File: src/rtl/coin_acceptor.sv
// Coin-slot front end: synchronizes, debounces and edge-detects the nickel/dime
// sensors, then emits exclusive N / D / reject pulses. Define COIN_ACCEPTOR_COUNT_EN for coin_count.
module coin_acceptor #(
  parameter int unsigned DEBOUNCE_CYCLES = 4,
  parameter int unsigned HOLDOFF_CYCLES  = 2
) (
  input  logic       clk,
  input  logic       rstn,
  input  logic       nickel_raw,
  input  logic       dime_raw,
  output logic       N,
  output logic       D,
  output logic       reject,
  output logic [7:0] coin_count
);

  localparam logic [7:0] DEB_LIM  = 8'(DEBOUNCE_CYCLES);
  localparam logic [7:0] HOLD_LIM = 8'(HOLDOFF_CYCLES);

  typedef enum logic {IDLE = 1'b0, HOLDOFF = 1'b1} state_t;

  // Bit 0 is the nickel sensor, bit 1 the dime sensor throughout.
  logic [1:0]      w_raw;
  logic [1:0]      w_ev;
  logic [1:0]      r_s1;
  logic [1:0]      r_s2;
  logic [1:0]      r_deb;
  logic [1:0]      r_deb_d;
  logic [1:0][7:0] r_cnt;
  state_t          r_state;
  logic [7:0]      r_hcnt;
  logic            r_n;
  logic            r_d;
  logic            r_rej;

  assign w_raw = {dime_raw, nickel_raw};
  assign w_ev  = r_deb & ~r_deb_d;

  // Two-flop synchronizer followed by a stability-count debouncer per sensor.
  always_ff @(posedge clk or negedge rstn) begin
    if (!rstn) begin
      r_s1    <= 2'b00;
      r_s2    <= 2'b00;
      r_deb   <= 2'b00;
      r_deb_d <= 2'b00;
      r_cnt   <= '0;
    end else begin
      r_s1    <= w_raw;
      r_s2    <= r_s1;
      r_deb_d <= r_deb;
      for (int i = 0; i < 2; i++) begin
        if (r_s2[i] != r_deb[i]) begin
          if ((r_cnt[i] + 8'd1) >= DEB_LIM) begin
            r_deb[i] <= r_s2[i];
            r_cnt[i] <= 8'd0;
          end else begin
            r_cnt[i] <= r_cnt[i] + 8'd1;
          end
        end else begin
          r_cnt[i] <= 8'd0;
        end
      end
    end
  end

  // Accept/reject FSM; rejects during holdoff do not extend it.
  always_ff @(posedge clk or negedge rstn) begin
    if (!rstn) begin
      r_state <= IDLE;
      r_hcnt  <= 8'd0;
      r_n     <= 1'b0;
      r_d     <= 1'b0;
      r_rej   <= 1'b0;
    end else begin
      r_n   <= 1'b0;
      r_d   <= 1'b0;
      r_rej <= 1'b0;
      case (r_state)
        IDLE: begin
          r_hcnt <= 8'd0;
          case (w_ev)
            2'b01: begin
              r_n     <= 1'b1;
              r_state <= HOLDOFF;
            end
            2'b10: begin
              r_d     <= 1'b1;
              r_state <= HOLDOFF;
            end
            2'b11: begin
              r_rej   <= 1'b1;
              r_state <= HOLDOFF;
            end
            default: r_state <= IDLE;
          endcase
        end
        HOLDOFF: begin
          r_rej <= |w_ev;
          if ((r_hcnt + 8'd1) >= HOLD_LIM) begin
            r_hcnt  <= 8'd0;
            r_state <= IDLE;
          end else begin
            r_hcnt  <= r_hcnt + 8'd1;
          end
        end
        default: begin
          r_hcnt  <= 8'd0;
          r_state <= IDLE;
        end
      endcase
    end
  end

  assign N      = r_n;
  assign D      = r_d;
  assign reject = r_rej;

`ifdef COIN_ACCEPTOR_COUNT_EN
  logic [7:0] r_count;

  // Saturating total of accepted coins.
  always_ff @(posedge clk or negedge rstn) begin
    if (!rstn) begin
      r_count <= 8'd0;
    end else if ((r_n | r_d) && (r_count != 8'hFF)) begin
      r_count <= r_count + 8'd1;
    end else begin
      r_count <= r_count;
    end
  end

  assign coin_count = r_count;
`else
  assign coin_count = 8'd0;
`endif

endmodule

File: config.mk
export PLATFORM = sky130hd
export DESIGN_NAME = coin_acceptor
export DESIGN_NICKNAME = d
export VERILOG_FILES = /design/src/rtl/coin_acceptor.sv
export SDC_FILE = /design/constraint.sdc
export NUM_CORES = 1
export LEC_CHECK = 0
export CORE_MARGIN = 1.5
export CORE_UTILIZATION = 45
export DETAILED_ROUTE_END_ITERATION = 7
export HOLD_SLACK_MARGIN = 0.06
export MAX_ROUTING_LAYER = met4
export PLACE_DENSITY = 0.64
export SKIP_CTS_REPAIR_TIMING = 1
export SLEW_MARGIN = 20
export SYNTH_ARGS = -nofsm -noshare
export SYNTH_HDL_FRONTEND = slang
export SYNTH_SLANG_ARGS = --single-unit
File: constraint.sdc
create_clock -name clk -period 2.6 [get_ports clk]
set_input_delay 0.26 -clock clk [delete_from_list [all_inputs] [get_ports clk]]
set_output_delay 0.26 -clock clk [all_outputs]
set_load 0.005 [all_outputs]
# After elaboration in Yosys (flattened, before gate mapping)
# Index checks and enable logic that the tools add are counted.
[classes]
n_eq_ne = 5
div_mod_pow = 0
n_addsub = 3
n_lt_le_gt_ge = 3
shift = 0
multipliers = 0
bitwise_logic = 3
n_reduce_logical = 4
muxes = 15
[ops]
columns = ["op", "count"]
rows = [
  ["2-to-1 mux 8 bit", 5],
  ["adder 8 x 1 -> 8 bit, second input constant", 3],
  ["greater-or-equal comparator 8 x 3 -> 1 bit, second input constant", 2],
  ["case mux 8 bit (2 select lines)", 1],
  ["greater-or-equal comparator 8 x 2 -> 1 bit, second input constant", 1],
  ["2-to-1 mux 1 bit", 7],
  ["equality test 2 bit, second input constant", 2],
  ["case mux 1 bit (2 select lines)", 2],
  ["AND reduction 2 bit", 2],
  ["OR reduction 3 bit", 1],
  ["AND 2 bit", 1],
  ["equality test 2 x 1 -> 1 bit, second input constant", 1],
  ["!= test 1 bit", 2],
  ["NOT 2 bit", 1],
  ["OR reduction 2 bit", 1],
  ["NOT 1 bit", 1],
]
[totals]
romBits = 0
ramBits = 0
latchBits = 0
input_bits = 4
out_inout_bits = 11
reg_bits = 36
elab_cells = 45
memories = 0

# Depth between registers and ports, before layout
[logic_depth]
depth_word = 6
mapped_depth = 5
ltp_nobuf = 5

# Worst setup path after synthesis
# OpenSTA, ideal clock, no wires.
[synth_timing]
path_type = "register to register"
from = "register r_cnt[4] in the netlist's numbering"
to = "register r_deb[0]"
arrival_time_ns = 1.463
required_time_ns = 2.475
path_slack_ns = 1.012
path_buffers = 0
setup_ns = 0.125
stages_incl_launch_ff = 4
period_less_slack_ns = 1.588
cell_sequence = "dfrtp_1 or4_1 o31a_1 mux2_4"
[synth_between]
elab_chain_cells = 3
[synth_rtl]
columns = ["element", "line", "source"]
rows = [
  ["start, declared", "29", "logic [1:0][7:0] r_cnt;"],
  ["start signal, assigned by index", "57", "r_cnt[i] <= r_cnt[i] + 8'd1;"],
  ["adder 8 x 1 -> 8 bit", "53", "if ((r_cnt[i] + 8'd1) >= DEB_LIM) begin"],
  ["greater-or-equal comparator 8 x 3 -> 1 bit", "53", ""],
  ["AND reduction 2 bit (no line)", "--", ""],
  ["end signal, assigned by index", "54", "r_deb[i] <= r_s2[i];"],
  ["end, declared", "27", "logic [1:0] r_deb;"],
]
# No other way between the ends.
# A chain may end at the register's enable or synchronous reset.

# Worst setup path after layout
# Ends and elaborated chain as after synthesis.

==> results.sh <==
export IMPL_core_area_um2=2760
export IMPL_hold_class="input pin to async pin"
export IMPL_grt_max_degree=37
export IMPL_peakVddDrop_v=0.000411
export IMPL_yosysMostFrequentCell="dfrtp_1"
export IMPL_critPathKind="register to register"
export IMPL_utilization_pct=54.4
export IMPL_path_cells="or4_1, o31a_1, mux2_4"
export IMPL_fin_nets=135
export IMPL_grt_overflow=0
export IMPL_ys_warn_count=0
export IMPL_fin_ws_ps=966
export IMPL_synth_compound_area_share_pct=4.58
export IMPL_status="completed"
export IMPL_dieArea_um2=3240
export IMPL_syn_avg_cell_area_um2=13.8
export IMPL_power_density_nw_per_um2=601
export IMPL_die_w_um=57.0
export IMPL_synth_edff_count=0
export IMPL_clk_latency_ps=320
export IMPL_fin_crit_sh_pct=62.9
export IMPL_ant_nets=0
export IMPL_port_buffers=6
export IMPL_crit_arrival_ps=1850
export IMPL_wl_um=1550
export IMPL_htreeDepth=2
export IMPL_path_clk_slew_ps=90
export IMPL_syn_cell_area_um2=1310
export IMPL_synth_cells=95
export IMPL_cp_data_required_time_ps=2810
export IMPL_final_area_um2=1500
export IMPL_drtPass1Iterations=3
export IMPL_syn_to_final_growth_pct=14.5
export IMPL_p_int_w=0.000707
export IMPL_maxCapViolations=0
export IMPL_synth_fa_ha_area_share_pct=4.58
export IMPL_clkPwrFrac_pct=28.1
export IMPL_hpwlAfterDp_um=1090
export IMPL_cp_slowest_stage_delay_ps=510
export IMPL_synth_top_area_cell="dfrtp_1"
export IMPL_synthMuxAreaShare_pct=2.01
export IMPL_synth_top_family_by_area="simple AND/OR/NAND/NOR gates"
export IMPL_track_usage_pct=12.1
export IMPL_startpoint_type="register"
export IMPL_power_leakage_nw=0.699
export IMPL_clock_sinks=36
export IMPL_grt_pass1_vias=643
export IMPL_finalSetupViolCount=0
export IMPL_antenna_found_initial=0
export IMPL_hold_viol=0
export IMPL_cts_tree="built"
export IMPL_yosysUniqueCellTypes=31
export IMPL_synthXorXnorAreaFrac_pct=1.34
export IMPL_post_drt_wl_per_cell_um=9.80
export IMPL_finClkSkew_ps=4.90
export IMPL_synth_area_leaders="dfrtp_1, buf_4, ha_1"
export IMPL_numCtsBuffers=5
export IMPL_sequentialPowerShare_pct=66.7
export IMPL_drt_vias_per_instance=4.55
export IMPL_power_frac_comb_pct=5.3
export IMPL_finalCriticalPeriod_ps=1630
export IMPL_remaining_drc_errors=0
export IMPL_max_freq_mhz=612
export IMPL_drtIter0Drc=10
export IMPL_synthFlopType="dfrtp_1"
export IMPL_row_count=19
export IMPL_slowest_stage="or4_1"
export IMPL_crit_path_end_kind="register"
export IMPL_io_pins=15
export IMPL_dpl_instance_area_um2=1450
export IMPL_rsz0062_at_grt="false"
export IMPL_routabilityCongestion=0.806
export IMPL_vias=719
export IMPL_initial_core_util_pct=47.5
export IMPL_yosys_area_share_simple_pct=13.6
export IMPL_post_place_ws_ps=974
export IMPL_cp_max_fo=3
export IMPL_ys_async_sr_fraction_pct=100
export IMPL_clockRootBuffer="clkbuf_4"
export IMPL_ys_ff_latch=36
export IMPL_maxSlewViolCount=0
export IMPL_synth_commonest_cells="dfrtp_1, buf_4, nor2_1"
export IMPL_yosys_area_top_type_share_pct=68.8
export IMPL_p_sw_w=0.000195
export IMPL_antenna_cells=0
export IMPL_drive_gt1_share_pct=7.09
export IMPL_seq_area_frac_synth_pct=68.8
export IMPL_setup_tns_final_ps=0
export IMPL_cts_buffer_depth=2
export IMPL_dieHeight_um=57.0
export IMPL_switching_share_pct=21.6
export IMPL_grt_pass1_wl_um=2730
[critical path: cells and delay by family, from the launching register on]
family           cells  cell delay, ps
AO/OA/AOI/OAI        1             330
AND/OR/NAND/NOR      1             510
multiplexers         1             300
flip-flops           1             380
[path summary, 6_finish.rpt]
check | from | cells past startpoint | end | slack, ps
hold / removal | rstn | 2 | r_cnt[1]$_DFF_PN0_ | 340
min in group clk | r_s1[1]$_DFF_PN0_ | 0 | r_s2[1]$_DFF_PN0_ | 350
setup reg to reg | r_cnt[4]$_DFF_PN0_ | 3 | r_deb[0]$_DFFE_PN0P_ | 970
max in group asynchronous | rstn | 2 | r_hcnt[4]$_DFF_PN0_ | 1950
hold reg to reg | r_s1[1]$_DFF_PN0_ | 0 | r_s2[1]$_DFF_PN0_ | 350
setup / recovery | r_cnt[4]$_DFF_PN0_ | 3 | r_deb[0]$_DFFE_PN0P_ | 970
[per-layer routing]
| metal | track usage (%) | up-vias | wire length (µm) | part of all wire (%) |
|---|---|---|---|---|
| met4 | 8.97 | 0 | 59 | 3.8 |
| met2 | 16.7 | 21 | 718 | 46 |
| met5 | - | - | 0 | 0 |
| met1 | 14.3 | 330 | 677 | 44 |
| met3 | 4.76 | 8 | 93 | 6.0 |
| li1 | - | 360 | - | - |
[cells in the final DEF, fill, tap and decap left out]
| master | Yosys | layout |
|---|---|---|
| a2111o_1 | 1 | 1 |
| a21oi_1 | 2 | 2 |
| a31oi_1 | 1 | 1 |
| a32oi_1 | 1 | 1 |
| and2_1 | 2 | 2 |
| and4_1 | 1 | 1 |
| buf_4 | 8 | 1 |
| clkbuf_1 | 0 | 1 |
| clkbuf_4 | 0 | 5 |
| clkdlybuf4s50_1 | 0 | 6 |
| clkinv_2 | 0 | 1 |
| conb_1 | 1 | 27 |
| dfrtp_1 | 36 | 36 |
| ha_1 | 4 | 4 |
| inv_1 | 1 | 1 |
| maj3_1 | 1 | 1 |
| mux2_2 | 1 | 1 |
| mux2_4 | 1 | 1 |
| nand2_1 | 5 | 5 |
| nand2b_1 | 1 | 1 |
| nand3_1 | 1 | 1 |
| nand3b_1 | 1 | 1 |
| nand4_1 | 3 | 3 |
| nor2_1 | 6 | 6 |
| nor2b_1 | 2 | 2 |
| nor3_1 | 3 | 3 |
| nor3b_1 | 4 | 4 |
| nor4_1 | 1 | 1 |
| o21ai_0 | 1 | 1 |
| o31a_1 | 1 | 1 |
| o32a_1 | 1 | 1 |
| or3_1 | 1 | 1 |
| or4_1 | 1 | 1 |
| xnor2_1 | 1 | 1 |
| xor2_1 | 1 | 1 |
[power by group through the flow]
stage / combinational (W) / clock (W) / sequential, W
after floorplan: 0.0000315 / 0 / 0.000609
after global placement: 0.0000467 / 0 / 0.000612
after detailed placement: 0.0000478 / 0 / 0.000613
after CTS: 0.0000481 / 0.000273 / 0.000602
after global routing: 0.0000561 / 0.000300 / 0.000605
final: 0.0000474 / 0.000253 / 0.000601
[per-stage QoR]
step,cells,hold WS (ps),power (W)
6_report,158,338,0.000902
5_1_grt,158,346,0.000962
4_1_cts,158,340,0.000923
3_5_place_dp,151,335,0.000661
3_3_place_gp,151,332,0.000659
2_1_floorplan,121,-35.6,0.000641
[area by class of cell]
class | count | area [µm²]
multi-input cells | 76 | 443
inverters | 1 | 3.75
clock buffers | 6 | 41.3
clock inverters | 1 | 5.00
flip-flops and latches | 36 | 901
well taps | 31 | 38.8
repair buffers | 7 | 67.6
fillers | 244 | 1260
[cell families after synthesis]
logic type	Yosys count
flops	36
simple gates	32
compound gates	8
fa+ha+maj	5
xor+xnor	2
mux	2
buf+inv	9
other cells	1
[registers in the layout (all words and copies together), names as in the netlist]
register	count
r_deb	2
r_s1	2
D	1
r_hcnt	8
r_s2	2
N	1
r_state	1
r_cnt	16
r_deb_d	2
reject	1
No activity file was read; power rests on OpenSTA's default activity.
